[config.mk]
export PLATFORM = sky130hd
export DESIGN_NAME = sprite_scheduler_flat
export DESIGN_NICKNAME = d
export VERILOG_FILES = /design/src/rtl/sprite_pkg.sv /design/src/rtl/sprite_scheduler_if.sv /design/src/rtl/sprite_window_cmp.sv /design/src/rtl/sprite_scheduler.sv /design/src/flat_wrapper.sv
export SDC_FILE = /design/constraint.sdc
export NUM_CORES = 1
export LEC_CHECK = 0
export BUFFER_PORTS_ARGS = -buffer_cell sky130_fd_sc_hd__buf_2
export CORE_MARGIN = 8
export CORE_UTILIZATION = 40
export CTS_CLUSTER_DIAMETER = 200
export DETAILED_ROUTE_END_ITERATION = 10
export SYNTH_ARGS = -nofsm -noshare
export SYNTH_HDL_FRONTEND = slang
export SYNTH_HIERARCHICAL = 1
export SYNTH_SLANG_ARGS = --single-unit
[constraint.sdc]
create_clock -name clk -period 4.1 [get_ports clk]
set_clock_uncertainty 0.1 [all_clocks]
set_input_delay 0.41 -clock clk [delete_from_list [all_inputs] [get_ports clk]]
set_output_delay 0.41 -clock clk [all_outputs]
set_load 0.005 [all_outputs]
[src/rtl/sprite_pkg.sv]
// Shared constants and types for the sprite scheduler: screen geometry, sprite size,
// bus widths and the per-sprite position/enable record.
package sprite_pkg;

  localparam int SCREEN_W  = 640;
  localparam int SCREEN_H  = 480;
  localparam int SPR_W     = 64;
  localparam int SPR_H     = 48;
  localparam int NUM_SPR   = 4;
  localparam int SPR_WORDS = 3072;

  localparam int ADDR_W  = 19;
  localparam int COORD_W = 10;
  localparam int CMP_W   = 11;
  localparam int ROM_W   = 14;
  localparam int ID_W    = 2;
  localparam int SEL_W   = 2;
  localparam int OFF_W   = 12;

  typedef struct packed {
    logic [COORD_W-1:0] x;
    logic [COORD_W-1:0] y;
    logic               en;
  } spr_cfg_t;

endpackage

[src/rtl/sprite_scheduler_if.sv]
// Pixel-strobe, sprite-config and result bus of the sprite scheduler.
// The master drives pixels and config; the slave (scheduler) drives the results.
interface sprite_scheduler_if;
  import sprite_pkg::*;

  logic               pix_valid;
  logic [ADDR_W-1:0]  pix_addr;
  logic               cfg_we;
  logic [SEL_W-1:0]   cfg_sel;
  logic [COORD_W-1:0] cfg_x;
  logic [COORD_W-1:0] cfg_y;
  logic               cfg_en;
  logic               out_valid;
  logic               out_hit;
  logic [ID_W-1:0]    out_id;
  logic [ROM_W-1:0]   out_rom_addr;
  logic               frame_start;
  logic               sync_err;

  modport master (
    output pix_valid, pix_addr, cfg_we, cfg_sel, cfg_x, cfg_y, cfg_en,
    input  out_valid, out_hit, out_id, out_rom_addr, frame_start, sync_err
  );

  modport slave (
    input  pix_valid, pix_addr, cfg_we, cfg_sel, cfg_x, cfg_y, cfg_en,
    output out_valid, out_hit, out_id, out_rom_addr, frame_start, sync_err
  );

endinterface

[src/rtl/sprite_window_cmp.sv]
// Window test for one sprite: reports whether (col,row) lies inside the sprite and
// the pixel offset within the sprite bitmap.
module sprite_window_cmp
  import sprite_pkg::*;
#(
  parameter int WIN_W = SPR_W,
  parameter int WIN_H = SPR_H
) (
  input  logic [COORD_W-1:0] col,
  input  logic [COORD_W-1:0] row,
  input  spr_cfg_t           pos,
  output logic               hit,
  output logic [OFF_W-1:0]   offset
);

  localparam logic [CMP_W-1:0] W_EXT = CMP_W'(WIN_W);
  localparam logic [CMP_W-1:0] H_EXT = CMP_W'(WIN_H);
  localparam logic [OFF_W-1:0] W_OFF = OFF_W'(WIN_W);

  logic [CMP_W-1:0] col_w, row_w, x_w, y_w, dx, dy;

  // One extra bit keeps x+WIN_W from wrapping for positions near 1023.
  assign col_w = {1'b0, col};
  assign row_w = {1'b0, row};
  assign x_w   = {1'b0, pos.x};
  assign y_w   = {1'b0, pos.y};
  assign dx    = col_w - x_w;
  assign dy    = row_w - y_w;

  assign hit = pos.en && (col_w >= x_w) && (col_w < x_w + W_EXT)
                      && (row_w >= y_w) && (row_w < y_w + H_EXT);

  assign offset = OFF_W'(dy) * W_OFF + OFF_W'(dx);

endmodule

[src/rtl/sprite_scheduler.sv]
// Per-pixel sprite hit/priority scheduler with shadow/active banks and a 2-stage pipeline.
// Optional macro SPRITE_SCHED_SYNC_CHECK_EN enables pixel-address sequence checking (sync_err).
module sprite_scheduler #(
  parameter int NUM_SPR = sprite_pkg::NUM_SPR,
  parameter int SPR_W   = sprite_pkg::SPR_W,
  parameter int SPR_H   = sprite_pkg::SPR_H
) (
  input logic               clk,
  input logic               reset,
  sprite_scheduler_if.slave bus
);
  import sprite_pkg::*;

  localparam logic [ROM_W-1:0] WORDS = ROM_W'(SPR_W * SPR_H);

  spr_cfg_t           shadow [NUM_SPR];
  spr_cfg_t           active [NUM_SPR];
  spr_cfg_t           eff    [NUM_SPR];
  logic               commit;
  logic [COORD_W-1:0] col_q, row_q, col_cur, row_cur;
  logic [NUM_SPR-1:0] cmp_hit, s1_hit;
  logic [OFF_W-1:0]   cmp_off [NUM_SPR];
  logic [OFF_W-1:0]   s1_off  [NUM_SPR];
  logic               s1_valid;
  logic [ID_W-1:0]    sel_id;
  logic [ROM_W-1:0]   sel_rom;

  assign commit = bus.pix_valid && (bus.pix_addr == '0);

  // The pixel at address 0 already sees the bank it commits.
  always_comb begin
    for (int i = 0; i < NUM_SPR; i++) eff[i] = commit ? shadow[i] : active[i];
  end

  always_comb begin
    col_cur = col_q + 1'b1;
    row_cur = row_q;
    if (bus.pix_addr == '0) begin
      col_cur = '0;
      row_cur = '0;
    end else if (col_q == COORD_W'(SCREEN_W - 1)) begin
      col_cur = '0;
      row_cur = row_q + 1'b1;
    end
  end

  for (genvar g = 0; g < NUM_SPR; g++) begin : g_cmp
    sprite_window_cmp #(.WIN_W(SPR_W), .WIN_H(SPR_H)) u_cmp (
      .col    (col_cur),
      .row    (row_cur),
      .pos    (eff[g]),
      .hit    (cmp_hit[g]),
      .offset (cmp_off[g])
    );
  end

  always_ff @(posedge clk) begin
    if (reset) begin
      for (int i = 0; i < NUM_SPR; i++) begin
        shadow[i] <= '0;
        active[i] <= '0;
      end
    end else begin
      if (commit) begin
        for (int i = 0; i < NUM_SPR; i++) active[i] <= shadow[i];
      end
      if (bus.cfg_we) shadow[bus.cfg_sel] <= {bus.cfg_x, bus.cfg_y, bus.cfg_en};
    end
  end

  always_ff @(posedge clk) begin
    if (reset) begin
      col_q <= '0;
      row_q <= '0;
    end else if (bus.pix_valid) begin
      col_q <= col_cur;
      row_q <= row_cur;
    end
  end

  always_comb begin
    sel_id  = '0;
    sel_rom = '0;
    for (int i = NUM_SPR - 1; i >= 0; i--) begin
      if (s1_hit[i]) begin
        sel_id  = ID_W'(i);
        sel_rom = ROM_W'(i) * WORDS + ROM_W'(s1_off[i]);
      end
    end
  end

  always_ff @(posedge clk) begin
    if (reset) begin
      s1_valid         <= 1'b0;
      s1_hit           <= '0;
      for (int i = 0; i < NUM_SPR; i++) s1_off[i] <= '0;
      bus.frame_start  <= 1'b0;
      bus.out_valid    <= 1'b0;
      bus.out_hit      <= 1'b0;
      bus.out_id       <= '0;
      bus.out_rom_addr <= '0;
    end else begin
      s1_valid         <= bus.pix_valid;
      s1_hit           <= cmp_hit;
      for (int i = 0; i < NUM_SPR; i++) s1_off[i] <= cmp_off[i];
      bus.frame_start  <= commit;
      bus.out_valid    <= s1_valid;
      bus.out_hit      <= |s1_hit;
      bus.out_id       <= sel_id;
      bus.out_rom_addr <= sel_rom;
    end
  end

`ifdef SPRITE_SCHED_SYNC_CHECK_EN
  logic [ADDR_W-1:0] exp_addr;
  logic              s1_err;

  // Expected address keeps counting through a mismatch; only address 0 resyncs it.
  always_ff @(posedge clk) begin
    if (reset) begin
      exp_addr     <= ADDR_W'(1);
      s1_err       <= 1'b0;
      bus.sync_err <= 1'b0;
    end else begin
      if (bus.pix_valid) exp_addr <= commit ? ADDR_W'(1) : exp_addr + 1'b1;
      s1_err       <= bus.pix_valid && !commit && (bus.pix_addr != exp_addr);
      bus.sync_err <= s1_err;
    end
  end
`else
  assign bus.sync_err = 1'b0;
`endif

endmodule

[src/flat_wrapper.sv]
// flat-port wrapper written by rule: the top's interface ports become plain ports
module sprite_scheduler_flat import sprite_pkg::*;
#(
  parameter int NUM_SPR = sprite_pkg::NUM_SPR,
  parameter int SPR_W   = sprite_pkg::SPR_W,
  parameter int SPR_H   = sprite_pkg::SPR_H
)
  (clk, reset, bus_pix_valid, bus_pix_addr, bus_cfg_we, bus_cfg_sel, bus_cfg_x, bus_cfg_y, bus_cfg_en, bus_out_valid, bus_out_hit, bus_out_id, bus_out_rom_addr, bus_frame_start, bus_sync_err);
  sprite_scheduler_if bus_i ();
  input logic clk;
  input logic reset;
  input wire logic [$bits(bus_i.pix_valid)-1:0] bus_pix_valid;
  input wire logic [$bits(bus_i.pix_addr)-1:0] bus_pix_addr;
  input wire logic [$bits(bus_i.cfg_we)-1:0] bus_cfg_we;
  input wire logic [$bits(bus_i.cfg_sel)-1:0] bus_cfg_sel;
  input wire logic [$bits(bus_i.cfg_x)-1:0] bus_cfg_x;
  input wire logic [$bits(bus_i.cfg_y)-1:0] bus_cfg_y;
  input wire logic [$bits(bus_i.cfg_en)-1:0] bus_cfg_en;
  output wire logic [$bits(bus_i.out_valid)-1:0] bus_out_valid;
  output wire logic [$bits(bus_i.out_hit)-1:0] bus_out_hit;
  output wire logic [$bits(bus_i.out_id)-1:0] bus_out_id;
  output wire logic [$bits(bus_i.out_rom_addr)-1:0] bus_out_rom_addr;
  output wire logic [$bits(bus_i.frame_start)-1:0] bus_frame_start;
  output wire logic [$bits(bus_i.sync_err)-1:0] bus_sync_err;
  assign bus_i.pix_valid = bus_pix_valid;
  assign bus_i.pix_addr = bus_pix_addr;
  assign bus_i.cfg_we = bus_cfg_we;
  assign bus_i.cfg_sel = bus_cfg_sel;
  assign bus_i.cfg_x = bus_cfg_x;
  assign bus_i.cfg_y = bus_cfg_y;
  assign bus_i.cfg_en = bus_cfg_en;
  assign bus_out_valid = bus_i.out_valid;
  assign bus_out_hit = bus_i.out_hit;
  assign bus_out_id = bus_i.out_id;
  assign bus_out_rom_addr = bus_i.out_rom_addr;
  assign bus_frame_start = bus_i.frame_start;
  assign bus_sync_err = bus_i.sync_err;
  sprite_scheduler #(.NUM_SPR(NUM_SPR), .SPR_W(SPR_W), .SPR_H(SPR_H)) u_core (.clk(clk), .reset(reset), .bus(bus_i));
endmodule
# Word-level counts from Yosys, hierarchy flattened
# Memories as Yosys holds them, arrays and structs flattened.
# Cells that the tools add are included.
# word_totals
output_inout_bits	20
inputBits	46
mem_count	3
mem_bits_ro	0
latchBits	0
reg_bits	44
wordCells	121
mem_bits_rw	216
# memory_table
name	words	word_bits	read_ports	rd_ports_with_merged_regs	wr	line_no	text
u_core.active	4	21	4	0	4	sprite_scheduler.sv:17	spr_cfg_t active [NUM_SPR];
u_core.shadow	4	21	4	0	4	sprite_scheduler.sv:16	spr_cfg_t shadow [NUM_SPR];
u_core.s1_off	4	12	4	0	4	sprite_scheduler.sv:23	logic [OFF_W-1:0] s1_off [NUM_SPR];
# op_classes
n_reduce_logical	22
n_addsub	25
shifts	0
n_lt_le_gt_ge	16
mul	0
bitwise	8
n_mux	35
n_eq_ne	1
n_div	0
# ops
operator	count
2-to-1 mux 21 bit	9
less-than comparator 10 x 11 -> 1 bit	8
>= comparator 10 bit	8
2-to-1 mux 12 bit	5
adder 12 x 11 -> 12 bit	4
adder 10 x 6 -> 11 bit, second input constant	4
adder 10 x 7 -> 11 bit, second input constant	4
subtractor 10 x 10 -> 11 bit	4
2-to-1 mux 14 bit	3
2-to-1 mux 10 bit	4
subtractor 6 bit	4
OR reduction 21 bit	1
adder 10 x 1 -> 10 bit, second input constant	2
logical NOT 19 bit	1
logical AND 1 bit	17
adder 13 x 12 -> 14 bit, first input constant	1
adder 14 x 12 -> 14 bit, first input constant	1
adder 12 x 12 -> 13 bit, first input constant	1
2-to-1 mux 1 bit	11
equality test 10 bit, second input constant	1
OR 1 bit	8
2-to-1 mux 2 bit	3
OR reduction 4 bit	1
OR reduction 3 bit	1
OR reduction 2 bit	1

# Depth between registers and ports, before layout
# depth
depth_word	8
mapped_depth	23
ltp_nobuf	22

# Modules after synthesis
# Netlist, hierarchy kept.
# by_module_without_submodules
mod	area_per_inst_um2	seq_area_each_um2	cells_each	instances
sprite_scheduler	11242.0	6886.6	882	1
sprite_window_cmp (u_core.g_cmp[0].u_cmp)	1400.1	0.0	184	1
sprite_window_cmp (u_core.g_cmp[2].u_cmp)	1365.1	0.0	179	1
sprite_window_cmp (u_core.g_cmp[3].u_cmp)	1358.8	0.0	175	1
sprite_window_cmp (u_core.g_cmp[1].u_cmp)	1342.5	0.0	173	1

# Worst setup path after synthesis
# No wires, ideal clock.
# synth_path
path_type	input-to-reg
start	in bus_pix_addr[1]
end	mem u_core.s1_off[2][11]
arrival_time_ns	4.301
required_ns	3.872
path_buffers	2
setup_ns	0.128
cell_stages	20
slack_ns	-0.428
cell_sequence	nor4_2 nand4_1 nor2_2 nand2_2 buf_6 buf_6 mux2_4 ha_1 inv_1 fa_1 a21o_1 a211oi_1 nor2_1 o41ai_1 xnor2_1 ha_1 a21oi_1 o21ai_0 xnor3_1 nor2b_1
# synth_rtl
element	line_no	text
start: declaration	flat_wrapper.sv:13	input wire logic [$bits(bus_i.pix_addr)-1:0] bus_pix_addr;
end: declaration	sprite_scheduler.sv:23	

==> reports/results.ini <==
[sta]
period_share_pct=96.37
final-setup-viol-count=0
post-route-min-period_ns=3.951
slew_violations=0
maxSlewHeadroom_pct=12.42
setup_ws_ns=0.1490
fmax_mhz=253.1
worst_hold_slack_ns=0.07394
worst_pin_slew_ns=1.311
rsz0062_at_grt=true
finalHoldViolCount=0

[setup_path]
arrival_ns=4.27
crit_path_end_kind=flop
max_stage_delay_ns=0.35
r2r_start=u_core/col_q[0]$_SDFFE_PP0P_
crit_path_top_delay_cell=dfxtp_2
cp_num_buf_inv=2
cp.required_ns=4.42
path_class=reg2reg
path_cells=ha_4 -> and3_4 -> and3_4 -> a21oi_4 -> and2_4 -> buf_6 -> fa_2 -> a21o_1 -> a211oi_2 -> nor2_2 -> o41ai_4 -> xnor2_1 -> ha_1 -> buf_6 -> a21o_1 -> a21oi_2 -> xnor2_2 -> nor2b_1
crit_path_max_fanout=5
reg2regPathDepth=18
ff2ff_setup_slack_ns=0.15
reg2reg_to=u_core/s1_off[3][10]$_SDFF_PP0_
critPathTopFamily=compound AO/OA/AOI/OAI gates
critPathLaunchType=flop

[detailed_routing]
routed_via_density=5.243
wl_um=47740
drt_first_iter_violations=1182
drtAntennaViolNets=0
firstDrtPassIters=6
wl_per_cell_um=19.34
vias=12950
drc_errors=0

[run]
max_cap_violations=0

[placed_design]
finalWeightedCongestion=0.9164
portBuffers=64
hpwl_um=36950
place_ws_ns=-0.6072
dp_cells=2402

[floorplan]
io-pin-count=66
core_um2=41570
die_w_um=220.4
start_util_pct=40.19
dieHeight_um=220.4
row_count=75
die-area_um2=48570

[cts]
cts_hold_buf=0
clk_latency_ns=0.56
cts_buffers=29
clk_pin_slew_ns=0.06
cts.sinks=260
cts_tree=done
htreeDepth=1
cts_buffer_depth=3
cts_root_buf=clkbuf_16

[power_and_ir_drop]
ir_drop_mv=0.3103
pwr-share-clk_pct=39.6
cellInternalPower_uw=4836
sw_frac_of_total_pct=25.33
comb_power_share_pct=13.9
finalPower_uw=6476
leakagePower_uw=0.009465
powerDensity_nw_per_um2=310.7
p_switching_uw=1640
seqPwrFrac_pct=46.5

[global_route]
grt_pass1_vias=13030
grt_overflow=0
antenna_found_initial=3
grt_max_degree=97
grt_usage_pct=19.61
grt_pass1_wl_um=73710

[synth]
synth_area_um2=16710
ys_top_cells_by_area=edfxtp_1, ha_1, dfxtp_1
syn_nets=1803
synth_ff_type=edfxtp_1
postSynthAreaPerCell_um2=10.49
synth_cell_type_count=86
synth_edf_count=168
ys_seq_area_share_pct=41.22
async_reset_ff_share_pct=0
netlist.area_leader.share_pct=30.19
yosysWarnings=6
ys_ff_latch=260
yosysTopAreaCell=edfxtp_1
syn_inst=1593

[final_layout]
final_common_cell=buf_4
fin_util_pct=50.14
final_nets=2116
area_growth_pct=24.75
stdcell_count=2469
drive_gt1_share_pct=29.41
final_cell_mix=buf_4, edfxtp_1, ha_1

[worst_hold_path]
hold_end=u_core/shadow[3][20]$_DFFE_PP_
hold_path_class=in2reg
hp-start=bus_cfg_x[9]
min_delay_path_depth=2

[run_status]
outcome=finished clean

==> worst register-to-register path, cell delays in order (launching register included) <==
cell,delay [ns]
dfxtp_2,0.35
ha_4,0.14
and3_4,0.23
and3_4,0.21
a21oi_4,0.05
and2_4,0.22
buf_6,0.14
fa_2,0.33
a21o_1,0.20
a211oi_2,0.20
nor2_2,0.09
o41ai_4,0.33
xnor2_1,0.20
ha_1,0.30
buf_6,0.13
a21o_1,0.17
a21oi_2,0.17
xnor2_2,0.12
nor2b_1,0.14
==> Yosys cell counts (5+ instances only) <==
cell type	instances
nand4_1	16
xor2_1	23
a21oi_1	90
nor3b_1	6
and3_1	93
edfxtp_1	168
nor3_1	29
or2_2	6
a211oi_1	12
o21ai_1	9
nor4_1	10
nor4_2	6
o21ai_0	42
o31ai_1	7
xnor2_1	65
mux2_2	35
nand2_1	47
a31oi_1	6
or3_1	6
nand3_1	24
buf_2	5
mux2_4	49
fa_1	12
buf_6	6
or4_1	11
a221oi_1	11
o21a_1	20
dfxtp_1	92
ha_1	152
nor2b_1	76
nor2_1	75
o211ai_1	6
inv_1	120
nand3b_1	5
nand2b_1	12
a21o_1	23
clkbuf_1	46
and2_1	86
o21bai_1	6
==> stage by stage <==
step	TNS [ns]	cell area (um2)
floorplan	-0.8998	16830
global placement	-8.336	19570
detailed placement	-9.674	19570
CTS	0	20560
global route	-0.1232	20840
finish	0	20840
==> power by group through the flow <==
stage          clock, uW  sequential, uW  combinational (uW)
3_5_place_dp           0            3060                 865
4_1_cts             2610            3010                 876
3_3_place_gp           0            3060                 847
5_1_grt             2710            3020                 987
2_1_floorplan          0            3030                 495
6_report            2560            3010                 902
==> flip-flops by register name, summed over array words and instances (netlist names) <==
name                     flops
u_core/bus.out_valid         1
u_core/s1_valid              1
u_core/s1_off               48
u_core/bus.out_hit           1
u_core/bus.out_id            2
u_core/active               84
u_core/s1_hit                4
u_core/bus.out_rom_addr     14
u_core/col_q                10
u_core/shadow               84
u_core/bus.frame_start       1
u_core/row_q                10
==> metal layers <==
layer  global-route usage (%)  up-vias  wire (um)
li1                         -     6368          -
met1                    27.09     6202      22240
met2                    31.09      298      21520
met3                    3.130       74       2642
met4                    6.356        4       1311
met5                        0        -         31
==> cell families (layout without fill, tap and decap cells) <==
group / count (synthesis) / in the layout / synth area share [%]
other: 1 / 3 / 0.02244
adder cells (fa/ha/maj): 164 / 164 / 12.82
flip-flops: 260 / 260 / 41.22
XOR/XNOR: 91 / 91 / 5.017
AO/OA/AOI/OAI: 280 / 280 / 11.35
buffers and inverters: 185 / 520 / 4.545
AND/OR/NAND/NOR: 528 / 528 / 18.27
multiplexers: 84 / 84 / 6.762
==> repair_timing <==
item | 4_1_cts | 5_1_grt
pin swaps | 3 | 22
gates resized for setup | 14 | 47
gates cloned | 0 | 0
setup endpoints to repair | 15 | 16
setup buffers | 2 | 10
==> area by class of cell <==
class / instances / area, um2
tap: 539 / 674.4
multi-input combinational: 1148 / 9432
clock buffer: 38 / 812.0
clock inverter: 15 / 117.6
fill: 3795 / 20730
inverter: 123 / 461.7
timing repair buffer: 344 / 2452
antenna: 2 / 5.005
sequential: 260 / 6889
==> how the worst max path moves through the flow <==
stage / slack [ns] / cells past startpoint / startpoint / endpoint
2_1_floorplan: -0.21 / 22 / bus_pix_addr[6] / u_core/s1_off[3][11]$_SDFF_PP0_
3_3_place_gp: -0.52 / 20 / bus_pix_addr[10] / u_core/s1_off[2][11]$_SDFF_PP0_
3_5_place_dp: -0.61 / 20 / bus_pix_addr[2] / u_core/s1_off[0][11]$_SDFF_PP0_
4_1_cts: 0.002 / 20 / bus_pix_addr[2] / u_core/s1_off[0][11]$_SDFF_PP0_
5_1_grt: -0.06 / 21 / u_core/col_q[0]$_SDFFE_PP0P_ / u_core/s1_off[3][11]$_SDFF_PP0_
6_report: 0.15 / 18 / u_core/col_q[0]$_SDFFE_PP0P_ / u_core/s1_off[3][10]$_SDFF_PP0_
(Power assumes the default switching activity.)
